--- src/rtl/sprite_rom_arbiter.sv ---
// Round-robin arbiter sharing one registered-address sprite ROM between the P1 and P2 renderers.
// Supports locked bursts with a forced hand-off, and routes read data back to the requester with a valid pulse.
module sprite_rom_arbiter #(
    parameter int ROW_W     = 10,
    parameter int COL_W     = 10,
    parameter int COLOR_W   = 12,
    parameter int MAX_BURST = 16
) (
    input  logic               clk,
    input  logic               reset,
    input  logic               p1_req,
    input  logic               p1_lock,
    input  logic [ROW_W-1:0]   p1_row,
    input  logic [COL_W-1:0]   p1_col,
    output logic               p1_gnt,
    output logic               p1_valid,
    output logic [COLOR_W-1:0] p1_data,
    input  logic               p2_req,
    input  logic               p2_lock,
    input  logic [ROW_W-1:0]   p2_row,
    input  logic [COL_W-1:0]   p2_col,
    output logic               p2_gnt,
    output logic               p2_valid,
    output logic [COLOR_W-1:0] p2_data,
    output logic [ROW_W-1:0]   rom_row,
    output logic [COL_W-1:0]   rom_col,
    input  logic [COLOR_W-1:0] rom_data
);

    localparam int CNT_W = $clog2(MAX_BURST + 1);
    localparam logic [CNT_W-1:0] MAX_CNT = CNT_W'(MAX_BURST);

    typedef enum logic [1:0] {IDLE, OWN1, OWN2} state_t;

    // id: 0 = P1, 1 = P2
    typedef struct packed {
        logic valid;
        logic id;
    } tag_t;

    state_t           state, state_nxt;
    logic             rr_p2, rr_p2_nxt;
    logic [CNT_W-1:0] burst_cnt, burst_cnt_nxt;
    tag_t             stage0, stage1;
    logic             acc1, acc2, acc;

    function automatic logic [CNT_W-1:0] sat_inc(input logic [CNT_W-1:0] v);
        return (v >= MAX_CNT) ? MAX_CNT : v + 1'b1;
    endfunction

    // A burst owner keeps the ROM unless its budget is spent and the other side is waiting.
    always_comb begin
        // NOTE: every output of a combinational block gets a default first, so no path can infer a latch.
        p1_gnt = 1'b0;
        p2_gnt = 1'b0;
        if (!reset) begin
            case (state)
                OWN1: begin
                    if (p1_req && (burst_cnt < MAX_CNT || !p2_req)) p1_gnt = 1'b1;
                    else                                            p2_gnt = p2_req;
                end
                OWN2: begin
                    if (p2_req && (burst_cnt < MAX_CNT || !p1_req)) p2_gnt = 1'b1;
                    else                                            p1_gnt = p1_req;
                end
                default: begin
                    if (p1_req && (!p2_req || !rr_p2)) p1_gnt = 1'b1;
                    else                               p2_gnt = p2_req;
                end
            endcase
        end
    end

    assign acc1 = p1_req & p1_gnt;
    assign acc2 = p2_req & p2_gnt;
    assign acc  = acc1 | acc2;

    always_comb begin
        state_nxt     = IDLE;
        burst_cnt_nxt = '0;
        rr_p2_nxt     = rr_p2;
        if (acc1) begin
            rr_p2_nxt = 1'b1;
            if (p1_lock) begin
                state_nxt     = OWN1;
                burst_cnt_nxt = (state == OWN1) ? sat_inc(burst_cnt) : CNT_W'(1);
            end
        end else if (acc2) begin
            rr_p2_nxt = 1'b0;
            if (p2_lock) begin
                state_nxt     = OWN2;
                burst_cnt_nxt = (state == OWN2) ? sat_inc(burst_cnt) : CNT_W'(1);
            end
        end
    end

    // NOTE: sequential state uses non-blocking assignments so every register samples pre-edge values.
    always_ff @(posedge clk or posedge reset) begin
        if (reset) begin
            state     <= IDLE;
            rr_p2     <= 1'b0;
            burst_cnt <= '0;
        end else begin
            state     <= state_nxt;
            rr_p2     <= rr_p2_nxt;
            burst_cnt <= burst_cnt_nxt;
        end
    end

    // Address register, then two tag stages covering the ROM's internal address register.
    always_ff @(posedge clk or posedge reset) begin
        if (reset) begin
            rom_row <= '0;
            rom_col <= '0;
            stage0  <= '0;
            stage1  <= '0;
        end else begin
            if (acc) begin
                rom_row <= acc1 ? p1_row : p2_row;
                rom_col <= acc1 ? p1_col : p2_col;
            end
            stage0 <= '{valid: acc, id: acc2};
            stage1 <= stage0;
        end
    end

    always_ff @(posedge clk or posedge reset) begin
        if (reset) begin
            p1_valid <= 1'b0;
            p2_valid <= 1'b0;
            p1_data  <= '0;
            p2_data  <= '0;
        end else begin
            p1_valid <= stage1.valid && !stage1.id;
            p2_valid <= stage1.valid &&  stage1.id;
            if (stage1.valid && !stage1.id) p1_data <= rom_data;
            if (stage1.valid &&  stage1.id) p2_data <= rom_data;
        end
    end

endmodule

--- config.mk ---
export PLATFORM = sky130hd
export DESIGN_NAME = sprite_rom_arbiter
export DESIGN_NICKNAME = d
export VERILOG_FILES = /design/src/rtl/sprite_rom_arbiter.sv
export SDC_FILE = /design/constraint.sdc
export NUM_CORES = 1
export LEC_CHECK = 0
export ABC_AREA = 1
export BUFFER_PORTS_ARGS = -buffer_cell sky130_fd_sc_hd__buf_2
export CORE_MARGIN = 4
export CORE_UTILIZATION = 45
export CTS_CLUSTER_SIZE = 40
export DETAILED_ROUTE_END_ITERATION = 7
export GPL_ROUTABILITY_DRIVEN = 0
export GPL_TIMING_DRIVEN = 1
export PLACE_DENSITY = 0.73
export SKIP_CTS_REPAIR_TIMING = 1
export SYNTH_ARGS = -nofsm -noshare
export SYNTH_HDL_FRONTEND = slang
export SYNTH_SLANG_ARGS = --single-unit
--- constraint.sdc ---
create_clock -name clk -period 2.4 [get_ports clk]
set_input_delay 0.48 -clock clk [delete_from_list [all_inputs] [get_ports clk]]
set_output_delay 0.48 -clock clk [all_outputs]
set_load 0.1 [all_outputs]
# Word level (Yosys, flattened, before mapping)
# Index checks and enable logic that the tools add are counted.
dict set report op_classes {
  n_bitwise 3
  muxes 25
  magnitude_cmp 2
  n_eq_ne 2
  n_reduce_logical 13
  addsub 1
}
# op count
set ops {}
lappend ops {{$mux 5} 7}
lappend ops {{$mux 10} 2}
lappend ops {{$mux 1} 11}
lappend ops {{$mux 2} 3}
lappend ops {{$add 5x1->5 const B} 1}
lappend ops {{$ge 5x5->1 const B} 1}
lappend ops {{$logic_and 1x1->1} 5}
lappend ops {{$lt 5x5->1 const B} 1}
lappend ops {{$logic_not 1->1} 4}
lappend ops {{$pmux 1 s2} 2}
lappend ops {{$logic_or 1x1->1} 3}
lappend ops {{$and 1x1->1} 2}
lappend ops {{$eq 2x1->1 const B} 1}
lappend ops {{$eq 2x2->1 const B} 1}
lappend ops {{$reduce_bool 2->1} 1}
lappend ops {{$or 1x1->1} 1}
dict set report word_totals {
  output_inout_bits 48
  elab_cells 59
  in_bits 58
  reg_bits 58
}

# Logic depth before layout (Yosys ltp)
# Gate-level depths: netlist of the first run.
dict set report logic_depth {
  word_depth 9
  depth_mapped 13
  mapped_depth_nobuf 12
}

# Worst setup path before layout of the first run
# Ideal clock, no wire load.
dict set report synth_path {
  kind {input to register}
  start {input port reset}
  end {register rom_col[0]}
  setup_ps 121
  path_buffers 1
  setup_slack_ps -6
  path_stages 5
  required_ps 2279
  t_arrival_ps 2286
  path_cell_list {inv_1 -> nand2_2 -> buf_2 -> nand3_1 -> nand2_1}
}
dict set report synth_between {
  elab_chain_len 3
  elab_cells_between_ends 6
  cone_classes {3 x mux; 3 x bitwise}
}
# item line_no
set synth_rtl {}
lappend synth_rtl {{start: declaration} 10} ;# input logic reset,
lappend synth_rtl {{$mux 1} 56} ;# if (!reset) begin
lappend synth_rtl {{$and 1x1->1, on equally long branches} {74, 75}}
lappend synth_rtl {{$mux 10 or $or 1x1->1 (tied branches)} {120, 76}}
lappend synth_rtl {{end signal: assignment} 120} ;# rom_col <= acc1 ? p1_col : p2_col;
lappend synth_rtl {{end: declaration} 26} ;# output logic [COL_W-1:0] rom_col,
# Several ways; a longest one is shown, not always the timed one.
# A chain may end at the register's enable or synchronous reset.

# Worst setup path after layout of the first run
dict set report layout_path {
  start {register state[0]}
  end {output port p1_gnt}
}
dict set report layout_between {
  elab_chain_len 3
  elab_cells_between_ends 4
  cone_classes {2 x eq/ne; 2 x mux}
}
# item line_no
set layout_rtl {}
lappend layout_rtl {{start: declaration} 41} ;# state_t state, state_nxt;
lappend layout_rtl {{start signal: assignment} 104} ;# state <= state_nxt;
lappend layout_rtl {{$eq 2x2->1 or $eq 2x1->1 (tied branches)} 57} ;# case (state)
lappend layout_rtl {{$pmux 1 s2 (*)} 57}
lappend layout_rtl {{$mux 1 (*)} 56}
lappend layout_rtl {{end: declaration} 15} ;# output logic p1_gnt,
# Mark *: on every way between the ends. The rest lies on a longest branch, timed or not.

==> results.tsv, run 1 <==
metric	value	unit
synth_flop_cell	dfrtp_1	
drt-vias-per-instance	4.771	
yosys_warnings	0	
start_kind	flip-flop	
antenna_cells	0	
cp_max_fo	10	
syn_inst	340	
instances_no_fill	524	
vdd_drop_max	1.109	mV
worstRegToRegCells	11	
yosysSeqAreaShare	0.5299	
grt_setup_unrepaired	false	
dr.pass1.iters	4	
hp-class	flip-flop to flip-flop	
track_usage	0.1783	
worst-setup-path-type	flip-flop to output port	
synth.largest_area_cell	dfrtp_1	
cts_buffer_depth	2	
drive_gt1_frac	0.3073	
max_slew.worst_pin.slew	0.6980	ns
yosys-top-cells-count	131 x nand2_1, 58 x dfrtp_1, 53 x nand3_1	
die-area	7399	um2
grt_pass1_wl	10.39	mm
critPathMaxStageDelay	0.38	ns
via_count	2500	
status	complete, no violations	
p_leak	2.054	nW
hold_viol	0	
io_buffers	105	
cts-root-buf	clkbuf_8	
cp_cell_sequence	inv_1 -> ha_1 -> nand2_1 -> inv_1 -> nand2_1 -> nand3_2 -> nand2_2 -> inv_2 -> buf_12	
fin_nets	506	
grt_antenna_before_repair	0	
first_global_vias	2388	
synth_top_area_frac	0.5299	
rows	28	
dieWidth	86.02	um
clkSinkCount	58	
critical-path-top-delay-family	buffers and inverters	
fmax	439.8	MHz
cp_num_cells	9	
wl	6.332	mm
slew_viol_final	0	
required	1.92	ns
synth_edf_count	0	
crit_arrival	1.79	ns
ys_ff_latch	58	
coreArea	5921	um2
grt-ovfl-total	0	
setup_violations	0	
min_period	2.274	ns
clkSlewWorstSetupHoldPaths	0.06	ns
wl_per_cell	12.08	um
maxCapViolations	0	
area_delta_synth_final	29.69	%
hold_slack	0.3506	ns
synth_area_per_cell	8.056	um2
slowest_stage	dfrtp_1	
grt_start_max_net_pins	59	
dp_hpwl	4.661	mm
yosys-top-cells-area	dfrtp_1 53%, nand2_1 18%, nand3_1 9.7%, o21ai_0 4.6%, inv_1 4.0%	
ios	106	
ys_async_sr_fraction	1.000	
cts_made_buffers	9	
final.fill_count	546	
crit_buf_inv	4	
clkLatencyLatePin	0.33	ns
placedCellCount	508	
hold_path_depth	0	
start_util	0.4626	
cts_tree	yes	
drt_iter0_markers	93	
syn-num-nets	402	
fin_crit_sh	0.9473	
relSlewSlack	0.5346	
drc_errors	0	
cts_max_level	3	
yosysUniqueCellTypes	22	
yosysMostFrequentCell	nand2_1	
fin_worst_skew	0.009642	ns
syn_area	2739	um2
powerDensity	1538	nW/um2
ant_nets	0	
die_y	86.02	um
end_kind	output port	
-- registers in the layout, summed over array words and instances (netlist names), 2 cells and up --
register   count
rom_col       10
state          2
stage1         2
rom_row       10
stage0         2
burst_cnt      5
p2_data       12
p1_data       12
-- worst register-to-register path: cells and delay by family, from the launching register on --
kind	cells	cell delay (ns)
buf+inv	3	0.35
simple gates	7	0.73
fa+ha+maj	1	0.27
flops	1	0.38
-- area by class of cell --
cell class	instances	area [um2]	share of cell area
timing repair buffer	110	605.6	0.1705
inverter	30	116.4	0.03276
multi-input combinational	235	1081	0.3043
clock buffer	11	151.4	0.04262
clock inverter	5	52.55	0.01479
sequential	58	1451	0.4086
tap	75	93.84	0.02642
-- power by group --
group / internal [mW] / switching [mW]
clock network: 0.530 / 0.367
registers: 1.29 / 0.163
logic: 0.430 / 2.68
-- per-stage QoR --
stage	instance area [um2]	util	setup TNS (ns)	total power, mW	setup slack [ns]
global placement	3338	0.5638	0	4.568	0.4194
detailed placement	3338	0.5638	0	4.598	0.3482
CTS	3542	0.5983	-0.02887	5.508	-0.02887
finish	3552	0.6000	0	5.462	0.1264
floorplan	2743	-	0	4.079	0.01134
global route	3552	0.6000	0	5.715	0.01931
-- cell usage in the layout (no fill, tap or decap), types with 3 or more instances in the layout --
| master | count |
|---|---|
| nand2_2 | 4 |
| nor2_1 | 5 |
| o21ai_0 | 25 |
| nand2_1 | 131 |
| a21oi_1 | 3 |
| buf_2 | 103 |
| buf_4 | 4 |
| dfrtp_1 | 58 |
| clkbuf_8 | 11 |
| ha_1 | 3 |
| buf_12 | 3 |
| inv_1 | 28 |
| nand3_1 | 53 |
| clkinv_2 | 3 |
-- final timing paths --
path / startpoint / endpoint / slack [ns]
min in group asynchronous: reset / rom_row[2] / 0.45
worst max-delay path: state[0] / p1_gnt / 0.13
worst min register to register: stage0[1] / stage1[1] / 0.35
max in group asynchronous: reset / stage0[0] / 1.49
worst max register to register: state[0] / burst_cnt[3] / 0.60
worst min-delay path: stage0[1] / stage1[1] / 0.35
-- routing by layer --
layer,global-route usage,routed length (um)
met4,0.08201,116
met1,0.2137,2825
met3,0.05091,558
met2,0.2957,2832
met5,0,0
-- cell families after synthesis --
logic type	Yosys count	synth area share
simple gates	201	0.3152
flops	58	0.5299
buf+inv	47	0.07903
compound gates	30	0.05756
fa+ha+maj	4	0.01827
No activity file was read; power rests on OpenSTA's default activity.
==> run 2: changes to the inputs <==
==> constraint.sdc (replaced) <==
create_clock -name clk -period 2.4 [get_ports clk]
set_input_delay 0.24 -clock clk [delete_from_list [all_inputs] [get_ports clk]]
set_output_delay 0.24 -clock clk [all_outputs]
set_load 0.1 [all_outputs]
==> results.tsv, run 2 (same netlist as run 1, synthesis figures left out) <==
metric	value	unit	change
cts-root-buf	clkbuf_8		
p_leak	2.069	nW	+0.72%
start_util	0.4626		unchanged
cts_tree	yes		
dp_hpwl	4.769	mm	+2.3%
min_period	2.223	ns	-0.05051 ns
layout_common_cells	131 x nand2_1, 103 x buf_2, 58 x dfrtp_1		
cts_max_level	3		unchanged
dr.pass1.iters	4		unchanged
io_buffers	105		unchanged
end_kind	output port		
placed_cell_area	3319	um2	-0.56%
clkLatencyLatePin	0.33	ns	about the same
hp-class	input pin to flip-flop		
fin_nets	506		unchanged
grt_setup_unrepaired	false		
start_kind	flip-flop		
drt-vias-per-instance	4.836		+1.4%
cts_buffer_depth	2		unchanged
status	complete, no violations		
first_global_vias	2426		+1.6%
ant_nets	0		unchanged
crit_arrival	1.98	ns	+0.19 ns
track_usage	0.1908		+0.01249
wl_per_cell	12.67	um	+4.9%
cp_cell_sequence	inv_1 -> ha_1 -> nand2_1 -> inv_1 -> nand2_1 -> nand3_2 -> nand2_2 -> inv_2 -> buf_12		
cp_max_fo	22		+12
top_regs	p1_data (12), p2_data (12)		
fin_crit_sh	0.9263		-0.02104
maxCapViolations	0		unchanged
ios	106		unchanged
antenna_cells	0		unchanged
fin_worst_skew	0.004817	ns	-0.004825 ns
setup_violations	0		unchanged
critPathMaxStageDelay	0.38	ns	about the same
drive_gt1_frac	0.3051		-0.002227
grt-ovfl-total	0		unchanged
worst-setup-path-type	flip-flop to output port		
required	2.16	ns	+0.24 ns
powerDensity	1578	nW/um2	+2.6%
die_y	86.02	um	unchanged
coreArea	5921	um2	unchanged
slowest_stage	dfrtp_1		
critical-path-top-delay-family	simple AND/OR/NAND/NOR gates		
vdd_drop_max	1.034	mV	-6.8%
rows	28		unchanged
hold_viol	0		unchanged
setup-tns-final	0	ns	unchanged
dieWidth	86.02	um	unchanged
wl	6.641	mm	+4.9%
drt_iter0_markers	85		-8.6%
grt_start_max_net_pins	59		unchanged
clkSlewWorstSetupHoldPaths	0.06	ns	about the same
drc_errors	0		unchanged
fin_util	0.6012		+0.001268
fmax	449.8	MHz	+2.3%
clkSinkCount	58		unchanged
area_delta_synth_final	29.97	%	
grt_antenna_before_repair	0		unchanged
final_area	3560	um2	+0.21%
relSlewSlack	0.5271		-0.007548
slew_viol_final	0		unchanged
crit_buf_inv	4		unchanged
cts_made_buffers	9		unchanged
die-area	7399	um2	unchanged
via_count	2534		+1.4%
mostFrequentLayoutCell	nand2_1		
grt_pass1_wl	11.18	mm	+7.6%
max_slew.worst_pin.slew	0.7077	ns	+0.009609 ns
run 2: cell types whose count changed in the layout (fill, tap and decap cells not counted), sizes merged:
| cell | delta |
|---|---|
| clkinv | -2 |
| clkinvlp | -1 |
| bufinv | +1 |
| clkbuf | +1 |
| inv | +1 |
run 2: path summary, 6_finish.rpt:
check	from	end	slack (ns)	cells after the start
max	state[0]	p1_gnt	0.18	9
min	reset	stage0[0]	0.15	2
max reg2reg	state[0]	rom_row[3]	0.37	10
min reg2reg	stage0[1]	stage1[1]	0.35	0
max in group asynchronous	reset	burst_cnt[2]	1.76	3
min in group asynchronous	reset	rom_col[8]	0.18	3
run 2: power by group:
part,internal (mW),switching (mW)
Clock,0.668,0.380
Combinational,0.425,2.70
Sequential,1.29,0.160
Total,2.38,3.24
run 2: per-stage QoR:
stage          power, mW  worst slack, ns  std cells  hold WS [ns]
2_1_floorplan      4.079           0.1861        340        0.3031
3_3_place_gp       4.565           0.4189        508        0.3356
6_report           5.617           0.1769        524        0.1534
3_5_place_dp       4.600           0.3434        508        0.3355
4_1_cts            5.660          0.03524        524        0.1341
5_1_grt            5.874         0.002902        524        0.1574
run 2: final cells by class:
| class | instances | area (um2) |
|---|---|---|
| tap | 75 | 93.84 |
| inverter | 30 | 112.6 |
| clock inverter | 4 | 72.57 |
| multi-input combinational | 235 | 1071 |
| timing repair buffer | 110 | 593.1 |
| sequential | 58 | 1451 |
| clock buffer | 12 | 165.2 |
| fill | 553 | 2361 |
run 2: per-layer routing:
metal | part of all wire | track usage | up-vias
met5 | 0 | 0 | -
met4 | 0.016 | 0.07770 | 0
met3 | 0.089 | 0.04899 | 10
met2 | 0.45 | 0.3020 | 104
met1 | 0.44 | 0.2492 | 1138
li1 | - | - | 1282
==> run 3: changes to the inputs <==
- CORE_UTILIZATION: 45 -> 40
- PLACE_DENSITY: 0.73 -> 0.66
==> results.tsv, run 3 (same netlist as run 1, synthesis figures left out) <==
metric	value	unit	change
status	complete, no violations		
power.switching	3.228	mW	-0.28%
dp_hpwl	4.673	mm	-2.0%
met3_usage	0.06417		+0.01518
slew_viol_final	0		unchanged
wl_per_cell	12.43	um	-1.9%
worst_r2r_endpoint	rom_row[5]		
ant_nets	0		unchanged
met2_usage	0.2557		-0.04632
grt_start_max_net_pins	59		unchanged
clkSlewWorstSetupHoldPaths	0.07	ns	about the same
via_count	2531		-0.12%
switching_share	0.5679		-0.008272
wl	6.539	mm	-1.5%
comb_power_share	0.548		-0.008
ff2ff_setup_slack	0.40	ns	+0.03 ns
final_area	3576	um2	+0.46%
worstRegToRegCells	10		unchanged
grtUsageMet1	0.1992		-0.05007
cts_tree	yes		
critPathMaxStageDelay	0.38	ns	about the same
drt-vias-per-instance	4.812		-0.50%
setup-tns-final	0	ns	unchanged
pwr-share-clk	0.197		+0.011
coreArea	6495	um2	+9.7%
grt.busiest_layer	met2		
fin_worst_skew	0.006156	ns	+0.001339 ns
hp-class	input pin to flip-flop		
crit_arrival	1.98	ns	about the same
grt_setup_unrepaired	false		
start_kind	flip-flop		
cts-root-buf	clkbuf_8		
placed_cell_area	3322	um2	about the same
vdd_drop_max	0.7050	mV	-32%
cts_buffer_depth	2		unchanged
hold_path_depth	2		unchanged
worstHoldEndpoint	stage0[0]		
die_y	90.75	um	+5.5%
cp_cell_sequence	inv_1 -> ha_1 -> nand2_1 -> inv_1 -> nand2_1 -> nand3_2 -> nand2_2 -> inv_2 -> buf_12		
start_util	0.4217		-0.04090
hold_viol	0		unchanged
slowest_stage	dfrtp_1		
seq_power_share	0.255		-0.003
setup_slack	0.1774	ns	+0.0005530 ns
place_ws	0.3947	ns	+0.05129 ns
final.fill_count	615		+11%
io_buffers	105		unchanged
cp_max_fo	22		unchanged
fin_crit_sh	0.9261		about the same
fin_nets	506		unchanged
internal_power	2.455	mW	+3.1%
dr.pass1.iters	4		unchanged
top_regs	p1_data (12), p2_data (12)		
cts_max_level	3		unchanged
min_period	2.223	ns	-0.0005530 ns
reg2reg_from	state[0]		
grt_pass1_wl	10.83	mm	-3.1%
crit_buf_inv	4		unchanged
clkLatencyLatePin	0.33	ns	about the same
fmax	449.9	MHz	about the same
required	2.16	ns	about the same
maxCapViolations	0		unchanged
drt_iter0_markers	124		+46%
rows	29		+3.6%
drive_gt1_frac	0.3051		unchanged
mostFrequentLayoutCell	nand2_1		
grt_antenna_before_repair	0		unchanged
end_kind	output port		
ios	106		unchanged
first_global_vias	2346		-3.3%
critical-path-top-delay-family	buffers and inverters		
worst-setup-path-type	flip-flop to output port		
area_delta_synth_final	30.56	%	
antenna_cells	0		unchanged
die-area	8235	um2	+11%
relSlewSlack	0.5140		-0.01304
cts_made_buffers	9		unchanged
powerDensity	1589	nW/um2	+0.71%
layout_common_cells	131 x nand2_1, 103 x buf_2, 58 x dfrtp_1		
setup_violations	0		unchanged
crit_start	state[0]		
drc_errors	0		unchanged
track_usage	0.1615		-0.02925
hp-start	reset		
dieWidth	90.75	um	+5.5%
max_slew.worst_pin.slew	0.7272	ns	+0.01952 ns
p_leak	2.080	nW	+0.52%
grt-ovfl-total	0		unchanged
clkSinkCount	58		unchanged
power	5.683	mW	+1.2%
## run 3: cell count changes in the layout (fill, tap and decap cells not counted), sizes merged
cell      before  now
bufinv         2    3
clkbuf        12   11
clkinv         1    2
clkinvlp       1    0
## run 3: layer usage
layer	vias to the layer above	wire length [um]
li1	1289	-
met1	1127	2978
met2	107	2861
met3	8	628
met4	0	71
met5	-	0
## run 3: how the worst max path moves through the flow
stage / end / slack [ns] / cells after the start
after floorplan: burst_cnt[0] / 0.19 / 10
after global placement: p2_gnt / 0.40 / 9
after detailed placement: rom_row[5] / 0.39 / 8
after CTS: p2_gnt / 0.02 / 9
after global routing: p1_gnt / 0.0008 / 7
final: p1_gnt / 0.18 / 9
## run 3: layout make-up
class,count,area [um2],area share
clock inverter,5,100.1,0.02799
timing repair buffer,110,593.1,0.1659
multi-input combinational,235,1071,0.2995
inverter,30,112.6,0.03149
tap,77,96.34,0.02694
sequential,58,1451,0.4059
clock buffer,11,151.4,0.04234
## run 3: metrics by stage
| stage | std cells | util | hold WS (ns) |
|---|---|---|---|
| after floorplan | 340 | - | 0.3031 |
| after global placement | 510 | 0.5115 | 0.3325 |
| after detailed placement | 510 | 0.5115 | 0.3347 |
| after CTS | 526 | 0.5502 | 0.1330 |
| after global routing | 526 | 0.5506 | 0.1403 |
| final | 526 | 0.5506 | 0.1537 |
## run 3: power by group through the flow
stage / Combinational [mW] / Sequential (mW) / Clock [mW]
2_1_floorplan: 0.469 / 3.61 / 0
3_3_place_gp: 3.11 / 1.46 / 0
3_5_place_dp: 3.13 / 1.46 / 0
4_1_cts: 3.13 / 1.45 / 1.15
5_1_grt: 3.23 / 1.49 / 1.20
6_report: 3.11 / 1.45 / 1.12
